[src/rtl/collatz_pkg.sv]
// Shared definitions for the Collatz generator/monitor pair.
// Contents:
//   XW_DEF/KW_DEF/SW_DEF : default widths of the term, the step counter and the seed
//   state_t              : monitor state encoding
//   ERR_*                : err_code values
//   collatz_next(x)      : one Collatz step, returns {ovf, next}; the generator
//                          datapath uses this to produce its next term
package collatz_pkg;

    localparam int XW_DEF = 16;
    localparam int KW_DEF = 20;
    localparam int SW_DEF = 8;

    typedef enum logic [2:0] {
        S_IDLE,
        S_ARMED,
        S_TRACK,
        S_DONE,
        S_ERR
    } state_t;

    localparam logic [1:0] ERR_NONE  = 2'b00;
    localparam logic [1:0] ERR_SEED  = 2'b01;
    localparam logic [1:0] ERR_STEP  = 2'b10;
    localparam logic [1:0] ERR_PROTO = 2'b11;

    // 3x+1 needs two extra bits to be exact for any XW-bit x; anything that
    // lands in those bits cannot be represented as a term and is flagged.
    function automatic logic [XW_DEF:0] collatz_next(input logic [XW_DEF-1:0] x);
        logic [XW_DEF+1:0] wide;
        if (x[0])
            wide = ({2'b00, x} * (XW_DEF+2)'(3)) + (XW_DEF+2)'(1);
        else
            wide = {3'b000, x[XW_DEF-1:1]};
        return {|wide[XW_DEF+1:XW_DEF], wide[XW_DEF-1:0]};
    endfunction

endpackage

[src/rtl/collatz_monitor_if.sv]
// Trajectory stream between the Collatz generator and its readers.
// Signals:
//   x     : current trajectory term
//   x_vld : one-cycle pulse, x holds a newly committed term
//   bs    : generator busy
// Modports: master (generator side, drives), slave (reader side, samples).
interface collatz_monitor_if #(
    parameter int XW = 16
);

    logic [XW-1:0] x;
    logic          x_vld;
    logic          bs;

    modport master (output x, output x_vld, output bs);
    modport slave  (input  x, input  x_vld, input  bs);

endinterface

[src/rtl/collatz_step_chk.sv]
// Combinational check of one trajectory transition.
// Ports:
//   prev  : previously accepted term
//   x     : candidate next term
//   match : x is exactly the Collatz successor of prev
//   ovf   : the successor of prev does not fit in XW bits
module collatz_step_chk #(
    parameter int XW = 16
) (
    input  logic [XW-1:0] prev,
    input  logic [XW-1:0] x,
    output logic          match,
    output logic          ovf
);

    logic [XW+1:0] next_wide;

    // Successor is formed two bits wider than a term so that an odd prev
    // near the top of the range yields a visible overflow rather than a
    // silently wrapped value that might happen to equal x.
    always_comb begin
        next_wide = '0;
        if (prev[0])
            next_wide = ({2'b00, prev} * (XW+2)'(3)) + (XW+2)'(1);
        else
            next_wide = {3'b000, prev[XW-1:1]};
        ovf   = |next_wide[XW+1:XW];
        match = !ovf && (next_wide[XW-1:0] == x);
    end

endmodule

[src/rtl/collatz_monitor.sv]
// Reader/checker for a Collatz trajectory stream.
// Latches the seed on st, checks every committed term against the Collatz
// rule, counts steps, tracks the peak term and reports done or the first
// error (with the step count at which it happened).
// Ports:
//   clk, rst_n : clock, synchronous active-low reset
//   co, st     : seed and start strobe
//   gen        : trajectory stream (x, x_vld, bs), slave side
//   steps      : terms accepted after the seed
//   peak       : largest term seen, seed included
//   done, err  : completion / latched error, held until the next st
//   err_code   : ERR_NONE, ERR_SEED, ERR_STEP or ERR_PROTO
//   err_step   : steps value when the error was latched
//   busy       : tracking in progress (ARMED or TRACK)
module collatz_monitor
    import collatz_pkg::*;
#(
    parameter int            XW        = XW_DEF,
    parameter int            KW        = KW_DEF,
    parameter int            SW        = SW_DEF,
    parameter logic [KW-1:0] MAX_STEPS = 20'hFFFFF
) (
    input  logic                clk,
    input  logic                rst_n,
    input  logic [SW-1:0]       co,
    input  logic                st,
    collatz_monitor_if.slave    gen,
    output logic [KW-1:0]       steps,
    output logic [XW-1:0]       peak,
    output logic                done,
    output logic                err,
    output logic [1:0]          err_code,
    output logic [KW-1:0]       err_step,
    output logic                busy
);

    state_t        state;
    logic [SW-1:0] seed;
    logic [XW-1:0] prev;
    logic          bs_q;
    logic          bs_fell;
    logic          step_match;
    logic          step_ovf;

    collatz_step_chk #(.XW(XW)) u_step_chk (
        .prev  (prev),
        .x     (gen.x),
        .match (step_match),
        .ovf   (step_ovf)
    );

    assign bs_fell = bs_q && !gen.bs;
    assign busy    = (state == S_ARMED) || (state == S_TRACK);

    // Monitor FSM. A term arriving in the same cycle as the bs falling edge
    // is judged first; the protocol error is raised only if that term does
    // not finish the trajectory. Failing cycles leave steps/peak untouched,
    // so err_step always reports the count before the bad cycle.
    always_ff @(posedge clk) begin
        if (!rst_n) begin
            state    <= S_IDLE;
            seed     <= '0;
            prev     <= '0;
            bs_q     <= 1'b0;
            steps    <= '0;
            peak     <= '0;
            done     <= 1'b0;
            err      <= 1'b0;
            err_code <= ERR_NONE;
            err_step <= '0;
        end else begin
            bs_q <= gen.bs;
            case (state)
                S_IDLE, S_DONE, S_ERR: begin
                    if (st) begin
                        seed     <= co;
                        prev     <= '0;
                        steps    <= '0;
                        peak     <= '0;
                        done     <= 1'b0;
                        err_step <= '0;
                        if (co == '0) begin
                            state    <= S_ERR;
                            err      <= 1'b1;
                            err_code <= ERR_SEED;
                        end else begin
                            state    <= S_ARMED;
                            err      <= 1'b0;
                            err_code <= ERR_NONE;
                        end
                    end
                end
                S_ARMED: begin
                    if (gen.x_vld && (gen.x != XW'(seed))) begin
                        state    <= S_ERR;
                        err      <= 1'b1;
                        err_code <= ERR_SEED;
                        err_step <= steps;
                    end else if (gen.x_vld && (seed == SW'(1))) begin
                        peak  <= gen.x;
                        prev  <= gen.x;
                        state <= S_DONE;
                        done  <= 1'b1;
                    end else if (bs_fell) begin
                        state    <= S_ERR;
                        err      <= 1'b1;
                        err_code <= ERR_PROTO;
                        err_step <= steps;
                    end else if (gen.x_vld) begin
                        peak  <= gen.x;
                        prev  <= gen.x;
                        state <= S_TRACK;
                    end
                end
                S_TRACK: begin
                    if (gen.x_vld && !step_ovf && step_match) begin
                        if ((steps == MAX_STEPS) || ((gen.x != XW'(1)) && bs_fell)) begin
                            state    <= S_ERR;
                            err      <= 1'b1;
                            err_code <= ERR_PROTO;
                            err_step <= steps;
                        end else begin
                            steps <= steps + 1'b1;
                            prev  <= gen.x;
                            if (gen.x > peak)
                                peak <= gen.x;
                            if (gen.x == XW'(1)) begin
                                state <= S_DONE;
                                done  <= 1'b1;
                            end
                        end
                    end else if (gen.x_vld) begin
                        state    <= S_ERR;
                        err      <= 1'b1;
                        err_code <= step_ovf ? ERR_PROTO : ERR_STEP;
                        err_step <= steps;
                    end else if (bs_fell) begin
                        state    <= S_ERR;
                        err      <= 1'b1;
                        err_code <= ERR_PROTO;
                        err_step <= steps;
                    end
                end
                default: state <= S_IDLE;
            endcase
        end
    end

endmodule

[src/flat_wrapper.sv]
// flat-port wrapper written by rule: the top's interface ports become plain ports
module collatz_monitor_flat import collatz_pkg::*;
#(
    parameter int            XW        = XW_DEF,
    parameter int            KW        = KW_DEF,
    parameter int            SW        = SW_DEF,
    parameter logic [KW-1:0] MAX_STEPS = 20'hFFFFF
)
  (clk, rst_n, co, st, steps, peak, done, err, err_code, err_step, busy, gen_x, gen_x_vld, gen_bs);
  collatz_monitor_if #(.XW(XW)) gen_i ();
  input  logic clk;
  input  logic rst_n;
  input  logic [SW-1:0] co;
  input  logic st;
  output logic [KW-1:0] steps;
  output logic [XW-1:0] peak;
  output logic done;
  output logic err;
  output logic [1:0] err_code;
  output logic [KW-1:0] err_step;
  output logic busy;
  input wire logic [$bits(gen_i.x)-1:0] gen_x;
  input wire logic [$bits(gen_i.x_vld)-1:0] gen_x_vld;
  input wire logic [$bits(gen_i.bs)-1:0] gen_bs;
  assign gen_i.x = gen_x;
  assign gen_i.x_vld = gen_x_vld;
  assign gen_i.bs = gen_bs;
  collatz_monitor #(.XW(XW), .KW(KW), .SW(SW), .MAX_STEPS(MAX_STEPS)) u_core (.clk(clk), .rst_n(rst_n), .co(co), .st(st), .gen(gen_i), .steps(steps), .peak(peak), .done(done), .err(err), .err_code(err_code), .err_step(err_step), .busy(busy));
endmodule
[config.mk]
export PLATFORM = sky130hd
export DESIGN_NAME = collatz_monitor_flat
export DESIGN_NICKNAME = d
export VERILOG_FILES = /design/src/rtl/collatz_pkg.sv /design/src/rtl/collatz_monitor_if.sv /design/src/rtl/collatz_step_chk.sv /design/src/rtl/collatz_monitor.sv /design/src/flat_wrapper.sv
export SDC_FILE = /design/constraint.sdc
export NUM_CORES = 1
export LEC_CHECK = 0
export BUFFER_PORTS_ARGS = -buffer_cell sky130_fd_sc_hd__buf_2
export CORE_UTILIZATION = 30
export CTS_CLUSTER_SIZE = 28
export DETAILED_ROUTE_END_ITERATION = 12
export GPL_ROUTABILITY_DRIVEN = 0
export SETUP_SLACK_MARGIN = 0.15
export SKIP_CTS_REPAIR_TIMING = 1
export SLEW_MARGIN = 0
export SYNTH_ARGS = -nofsm -noshare
export SYNTH_HDL_FRONTEND = slang
export SYNTH_SLANG_ARGS = --single-unit
[constraint.sdc]
create_clock -name clk -period 6.84 [get_ports clk]
set_clock_uncertainty 0.15 [all_clocks]
set_input_delay 0.684 -clock clk [delete_from_list [all_inputs] [get_ports clk]]
set_output_delay 0.684 -clock clk [all_outputs]
set_load 0.01 [all_outputs]
[After elaboration in Yosys (flattened, before gate mapping)]
Cells that the tools add are included.
Cells by class
  multiply operators: 1
  add/subtract/negate cells: 2
  eq/ne operators: 24
  reduce and logical (&&, ||, !) cells: 24
  order comparisons: 1
  mux-type cells: 62
Operator list (number)
  two-way mux 20 bit: 9
  two-way mux 16 bit: 10
  case mux 16 bit (3 select lines): 2
  case mux 20 bit (3 select lines): 1
  case mux 20 bit (2 select lines): 1
  two-way mux 3 bit: 11
  adder 20 x 1 -> 20 bit, second input constant: 1
  equality test 20 bit, second input constant: 1
  adder 18 x 1 -> 18 bit, second input constant: 1
  multiplier 16 x 2 -> 18 bit, second input constant: 1
  two-way mux 18 bit: 1
  equality test 16 x 1 -> 1 bit, second input constant: 1
  equality test 16 bit: 1
  greater-than comparator 16 bit: 1
  two-way mux 1 bit: 16
  inequality test 16 x 1 -> 1 bit, second input constant: 1
  inequality test 16 x 8 -> 1 bit: 1
  two-way mux 2 bit: 7
  inequality test 2 bit, second input constant: 7
  AND reduction 7 bit: 2
  inequality test 3 bit, second input constant: 4
  AND reduction 4 bit: 3
  case mux 3 bit (3 select lines): 1
  equality test 8 x 1 -> 1 bit, second input constant: 1
  other kinds (19): 29
Word-level totals
  output and inout port bits: 61
  register bits after elaboration: 88
  word-level logic and storage cells: 124

[Logic depth before layout (Yosys ltp)]
Gate-level depths: netlist of the first run.
  depth in word-level cells: 9
  mapped depth: 14
  mapped depth without buffers: 12

[Hierarchy]
From an unflattened synthesis of the first run, not the netlist that was laid out.
Unflattened totals
  cells, all modules: 671
  area, all modules: 5758.0 sq um
By module, submodules not included
  collatz_monitor: area an instance 4488.1 sq um, cells each 497, instances 1
  collatz_step_chk: area an instance 1270.0 sq um, cells each 174, instances 1

[Worst setup path before layout of the first run]
OpenSTA, ideal clock, no wires.
  kind: register to register
  from: reg u_core.prev[0]
  to: reg u_core.steps[11]
  library setup time: 0.070 ns
  stages on the path, launching flop included: 14
  path slack: 3.309 ns
  arrival: 3.310 ns
  required time: 6.620 ns
  buffers on the path: 1
  cell sequence: dfxtp_1 -> inv_1 -> ha_1 -> nand2b_1 -> nor2b_1 -> o22ai_1 -> mux2_1 -> o31ai_1 -> nand4_2 -> nor4_2 -> a31oi_1 -> buf_2 -> or4_1 -> a21oi_1
Between the ends
  longest elaborated chain between the ends: 9
  elaborated cells on any way between the ends: 11
  classes of those cells: add/sub (1); mul (1); eq/ne (2); mux (1); reduce/logical (6)
Ends and longest elaborated chain
  start: declaration: RTL line collatz_monitor.sv:39  | logic [XW-1:0] prev;
  start signal: assignment: RTL line collatz_monitor.sv:101  | prev <= gen.x;
  start signal: assignment: RTL line collatz_monitor.sv:111  | prev <= gen.x;
  start signal: assignment: RTL line collatz_monitor.sv:124  | prev <= gen.x;
  multiplier 16 x 2 -> 18 bit: RTL line collatz_step_chk.sv:24  | next_wide = ({2'b00, prev} * (XW+2)'(3)) + (XW+2)'(1);
  adder 18 x 1 -> 18 bit: RTL line collatz_step_chk.sv:24
  two-way mux 18 bit *: RTL line collatz_step_chk.sv:23  | if (prev[0])
  parallel branches: the longest is 3 deep, another holds equality test 16 bit
  logical AND 1 bit *: RTL line collatz_monitor.sv:116  | if (gen.x_vld && !step_ovf && step_match) begin
  inequality test 2 bit (no line) *
  AND reduction 4 bit (no line) *
  end signal: assignment: RTL line collatz_monitor.sv:123  | steps <= steps + 1'b1;
  end: declaration: RTL line collatz_monitor.sv:28  | output logic [KW-1:0] steps,
Every way passes the cells marked *.
A chain may end at the register's enable or synchronous reset.

[Worst setup path in the final report of the first run]
  from: reg u_core.prev[8]
  to: reg u_core.err_step[3]
Between the ends
  longest elaborated chain between the ends: 9
  elaborated cells on any way between the ends: 13
  classes of those cells: add/sub (1); mul (1); eq/ne (2); mux (3); reduce/logical (6)
Ends and longest elaborated chain
  multiplier 16 x 2 -> 18 bit: RTL line collatz_step_chk.sv:24
  adder 18 x 1 -> 18 bit: RTL line collatz_step_chk.sv:24
  two-way mux 18 bit *: RTL line collatz_step_chk.sv:23
  parallel branches: the longest is 3 deep, another holds equality test 16 bit
  logical AND 1 bit *: RTL line collatz_monitor.sv:116
  inequality test 3 bit (no line) / two-way mux 20 bit (equally long branches)
  AND reduction 4 bit (no line) / case mux 20 bit (3 select lines) (equally long branches)
  end signal: assignment: RTL line collatz_monitor.sv:108  | err_step <= steps;
  end signal: assignment: RTL line collatz_monitor.sv:121  | err_step <= steps;
  end signal: assignment: RTL line collatz_monitor.sv:136  | err_step <= steps;
  end: declaration: RTL line collatz_monitor.sv:33  | output logic [KW-1:0] err_step,
Marked as above.

==> impl_metrics.yaml, run 1 <==
outcome:
  outcome: "complete, no violations"
power_and_ir_drop:
  leakage_nw: 2.63
  internal_power_mw: 1.01
  peakVddDrop_mv: 0.138
  p_seq_share_pct: 37.2
  switching_power_uw: 647
  power_density_nw_per_um2: 244
  pwr-share-clk_pct: 29.1
  combPwrFrac_pct: 33.7
  swShare_pct: 39.0
synthesis:
  yosysUniqueCellTypes: 75
  synth_edf_count: 0
  yosysTopAreaCellShare_pct: 29.9
  synthFlopType: "dfxtp_1"
  async_flop_share_pct: 0
  synthCells: 725
  syn_area_per_cell_um2: 8.14
  yosysMostFrequentCell: "dfxtp_1"
  synth.cell_area_um2: 5900
  synth_area_leaders: "dfxtp_1 30%, ha_1 7.4%, nand3_1 4.9%"
  syn_nets: 790
  ys_seq_area_share_pct: 29.9
  synth_seq_cells: 88
  ys_warn_count: 0
  synth_area_leader_cell: "dfxtp_1"
  yosys-top-cells-count: "88 x dfxtp_1, 73 x nand2_1, 58 x nand3_1"
clock_network:
  htree_levels: 3
  numCtsBuffers: 9
  cts_tree: "yes"
  clk_latency_ns: 0.35
  cts-root-to-sink-buffers: 2
  cts-root-buf: "clkbuf_16"
  cts.sink_count: 88
  clk_pin_slew_worst_paths_ns: 0.07
timing:
  rsz0062_at_grt: "false"
  maxSlewViolCount: 0
  worst_slew_pin_slew_ns: 0.845
  period_needed_ns: 4.04
  fmax_ghz: 0.247
  setup_violations: 0
  max_slew_margin_pct: 43.7
  fin_crit_sh_pct: 59.1
  hold_ws_ns: 0.328
  tns_ns: 0
  final-hold-violation-count: 0
grt:
  groute.usage.overall_pct: 17.8
  grt_max_degree: 69
  grt_pass1_vias: 5271
  grt_antenna_before_repair: 0
  grt-ovfl-total: 0
  grt_pass1_wl_um: 28300
floorplan:
  pin_count: 90
  row_count: 50
  die_y_um: 142
  dieArea_um2: 20200
  start_util_pct: 31.0
  coreArea_um2: 19000
  die_w_um: 142
route:
  dr.pass1.iters: 5
  drt_iter0_drc: 535
  wl_per_cell_um: 16.7
  drt-total-wl_um: 17500
  via_count: 5677
  route.detailed.drc: 0
  ant_nets: 0
  routed_via_density: 5.43
placed_design:
  post_dp_cell_area_um2: 6500
  dp_hpwl_um: 12900
  port-buffer-count: 89
critical_path:
  critPathKind: "reg -> reg"
  cp.arrival_ns: 4.18
  cp-start-kind: "flip-flop"
  cp_max_fo: 20
  required_ns: 6.98
  r2r_cells: 12
  end_kind: "flip-flop"
run:
  max_cap_viol_count: 0
layout:
  areaGrowthSynthToFinish_pct: 15.0
  n_fill_cell: 2017
  layout-drive-gt1-share_pct: 17.0
  nNetsFinal: 846
  design_area_um2: 6790
  diodes: 0
hold_path:
  hp-class: "reg -> reg"
  min_path_cells: 2
cells by family after synthesis:
group | after synthesis | share of synthesized area (%)
AO/OA/AOI/OAI | 203 | 23.9
XOR/XNOR | 39 | 5.79
adder cells (fa/ha/maj) | 36 | 7.76
buffers and inverters | 78 | 5.75
flip-flops | 88 | 29.9
multiplexers | 23 | 4.01
AND/OR/NAND/NOR | 258 | 22.9
area by class of cell:
| cell class | instances | area [um^2] | share of cell area [%] |
|---|---|---|---|
| clock buffers | 9 | 225 | 3.32 |
| clock inverters | 7 | 66.3 | 0.977 |
| inverters | 27 | 101 | 1.49 |
| multi-input cells | 559 | 3810 | 56.1 |
| flip-flops and latches | 88 | 1760 | 26.0 |
| well taps | 260 | 325 | 4.79 |
| repair buffers | 96 | 498 | 7.34 |
layout by cell type (no fill, tap or decap), types with 7 or more instances in the layout:
master     count
a21boi_0      10
buf_2         89
nor2b_1       10
clkbuf_16      9
nor4_1        10
a21oi_1       49
or3_1         10
nand3_1       58
nand2b_1       9
dfxtp_1       88
nand2_1       73
mux2i_1       21
o21ai_0       21
o21ai_1       25
nor3_1        15
xor2_1        12
xnor2_1       27
o31ai_1       17
nor2_1        26
inv_1         25
ha_1          35
nand4_1       10
buf_4          7
or4_1         14
a22o_1        20
worst max-delay path, cell delays in order (launching register included):
cell and delay (ns):
dfxtp_1 0.44, ha_1 0.40, a21oi_1 0.31, o21ai_1 0.14
a41o_1 0.31, o311ai_1 0.33, a41oi_1 0.29, or3_1 0.42
nor4_4 0.39, o21ai_2 0.18, a21boi_1 0.17, buf_4 0.26
a22o_1 0.17
registers in the layout, indices dropped and copies added, names as in the netlist:
signal,count
u_core.bs_q,1
u_core.done,1
u_core.err,1
u_core.err_code,2
u_core.err_step,20
u_core.peak,16
u_core.prev,16
u_core.seed,8
u_core.state,3
u_core.steps,20
power by group through the flow:
stage / Sequential, mW / Clock (mW) / Combinational, mW
after global routing: 0.623 / 0.517 / 0.616
final: 0.616 / 0.482 / 0.559
after CTS: 0.614 / 0.494 / 0.557
after detailed placement: 0.626 / 0 / 0.555
after global placement: 0.626 / 0 / 0.554
after floorplan: 0.607 / 0 / 0.417
layer usage:
layer	up-vias	share of wire (%)	track usage, %
li1	2776	-	-
met1	2710	49	24.6
met2	158	44	27.7
met3	33	4.8	2.89
met4	0	2.1	6.45
met5	-	0	0
final timing paths:
check	slack [ns]	start	to
worst min-delay path	0.33	u_core.peak[5]$_SDFFE_PN0P_	u_core.peak[5]$_SDFFE_PN0P_
worst max register to register	2.80	u_core.prev[8]$_SDFFE_PN0P_	u_core.err_step[3]$_SDFFE_PN0P_
worst min register to register	0.33	u_core.peak[5]$_SDFFE_PN0P_	u_core.peak[5]$_SDFFE_PN0P_
worst max-delay path	2.80	u_core.prev[8]$_SDFFE_PN0P_	u_core.err_step[3]$_SDFFE_PN0P_
through the flow:
stage / utilization (%) / cells / total power [mW] / setup slack (ns)
floorplan: - / 725 / 1.02 / 3.31
global placement: 34.2 / 1030 / 1.18 / 2.91
detailed placement: 34.2 / 1030 / 1.18 / 2.85
CTS: 35.7 / 1046 / 1.67 / 2.84
global route: 35.7 / 1046 / 1.76 / 2.54
finish: 35.7 / 1046 / 1.66 / 2.80
Note: power is estimated with default switching activity, not from simulation.
==> inputs of run 2 (changes only) <==
clock period = 3.8 ns   (was 6.84 ns; I/O delays follow)
==> impl_metrics.yaml, run 2 (same netlist as run 1, synthesis figures left out) <==
outcome:
  outcome: "complete, no violations"
floorplan:
  die_y_um: 142
  dieArea_um2: 20200
  die_w_um: 142
  row_count: 50
  coreArea_um2: 19000
  start_util_pct: 31.0
  pin_count: 90
route:
  dr.pass1.iters: 5
  wl_per_cell_um: 17.0
  route.detailed.drc: 0
  drt-total-wl_um: 18400
  ant_nets: 0
  via_count: 5879
  drt_iter0_drc: 562
  routed_via_density: 5.42
critical_path:
  path_buf_inv: 6
  r2r_cells: 17
  critPathTopFamily: "compound AO/OA/AOI/OAI gates"
  reg2reg_from: "u_core.prev[5]$_SDFFE_PN0P_"
  cp-start-kind: "flip-flop"
  crit_chain: "ha_4, buf_6, buf_4, o211ai_4, o21a_2, buf_4, a21oi_1, o21ai_1, o31ai_2, nand4_2, nor4_4, a31oi_4, buf_12, buf_4, buf_6, or4_1, a21oi_1"
  crit_top_cell: "buf_4"
  regToRegSetupSlack_ns: 0.13
  cp.arrival_ns: 3.80
  required_ns: 3.93
  cp_max_fo: 6
  r2r_end: "u_core.steps[15]$_SDFFE_PN0P_"
  critPathKind: "reg -> reg"
  slowest_stage: "or4_1"
  cpPeakStageDelay_ns: 0.39
  end_kind: "flip-flop"
timing:
  maxSlewViolCount: 0
  rsz0062_at_grt: "true"
  final-hold-violation-count: 0
  tns_ns: 0
  setup_violations: 0
  max_slew_margin_pct: 44.8
  period_needed_ns: 3.67
  fin_crit_sh_pct: 96.6
  worst_slew_pin_slew_ns: 0.826
  fmax_ghz: 0.273
layout:
  mostFrequentLayoutCell: "buf_2"
  nNetsFinal: 884
  final_cell_mix: "89 x buf_2, 76 x dfxtp_1, 73 x nand2_1"
  n_fill_cell: 1972
  areaGrowthSynthToFinish_pct: 25.3
  instances_no_fill: 1084
  final_core_util_pct: 38.9
  design_area_um2: 7400
  layout-drive-gt1-share_pct: 25.8
  diodes: 0
  reg.largest.list: "u_core.err_step: 20 flops, u_core.steps: 20 flops"
clock_network:
  cts.sink_count: 88
  htree_levels: 3
  cts-root-buf: "clkbuf_16"
  numCtsBuffers: 9
  cts_tree: "yes"
  cts-root-to-sink-buffers: 2
  clk_pin_slew_worst_paths_ns: 0.07
  clk_latency_ns: 0.37
placed_design:
  port-buffer-count: 89
  dp_hpwl_um: 13100
  dp.cells: 1048
  post_dp_cell_area_um2: 6660
grt:
  grt_pass1_wl_um: 28700
  grt_antenna_before_repair: 0
  gr-usage-met1_pct: 25.5
  met3_usage_pct: 2.46
  grt_max_degree: 39
  grt_util_met2_pct: 28.0
  grt-ovfl-total: 0
  grt-busiest-layer: "met2"
  groute.usage.overall_pct: 18.1
  grt_pass1_vias: 5326
hold_path:
  min_path_cells: 2
  min_to: "u_core.bs_q$_SDFF_PN0_"
  hp-class: "in -> reg"
  min_from: "gen_bs"
run:
  max_cap_viol_count: 0
power_and_ir_drop:
  peakVddDrop_mv: 0.218
  power_density_nw_per_um2: 437
  leakage_nw: 2.83
-- run 2: cell count changes in the layout (fill, tap and decap cells not counted), sizes merged --
cell    change
clkbuf      +2
inv         +2
buf        +36
clkinv      -2
-- run 2: final cells by class --
| class | count | area [um^2] | area share [%] |
|---|---|---|---|
| clock buffer | 9 | 225 | 3.05 |
| clock inverter | 7 | 72.6 | 0.981 |
| inverter | 27 | 101 | 1.37 |
| multi-input combinational | 559 | 4020 | 54.4 |
| sequential | 88 | 1780 | 24.1 |
| tap | 260 | 325 | 4.40 |
| timing repair buffer | 134 | 867 | 11.7 |
-- run 2: worst max-delay path by stage --
stage	startpoint	end	slack, ns	cells after the start
2_1_floorplan	u_core.prev[0]$_SDFFE_PN0P_	u_core.steps[11]$_SDFFE_PN0P_	0.27	13
3_3_place_gp	u_core.prev[7]$_SDFFE_PN0P_	u_core.steps[9]$_SDFFE_PN0P_	0.11	12
3_5_place_dp	u_core.prev[0]$_SDFFE_PN0P_	u_core.steps[17]$_SDFFE_PN0P_	0.03	13
4_1_cts	u_core.prev[0]$_SDFFE_PN0P_	u_core.steps[19]$_SDFFE_PN0P_	-0.002	13
5_1_grt	u_core.prev[5]$_SDFFE_PN0P_	u_core.steps[15]$_SDFFE_PN0P_	-0.02	17
6_report	u_core.prev[5]$_SDFFE_PN0P_	u_core.steps[15]$_SDFFE_PN0P_	0.13	17
-- run 2: layer usage --
metal,vias to the layer above,wire length [um]
met5,-,0
met4,0,455
met3,30,1080
met2,210,8190
met1,2789,8710
li1,2850,-
-- run 2: power by group --
group	switching (mW)	total (mW)	internal, mW
Sequential	0.111	1.11	1.00
Clock	0.440	0.904	0.464
Combinational	0.704	1.21	0.510
-- run 2: metrics by stage --
step           power [mW]  hold slack [ns]  worst slack [ns]
3_3_place_gp         2.17            0.308             0.112
5_1_grt              3.42            0.120           -0.0169
2_1_floorplan        1.84            0.314             0.269
4_1_cts              3.08           0.0974          -0.00205
6_report             3.23            0.105             0.130
3_5_place_dp         2.17            0.309            0.0338
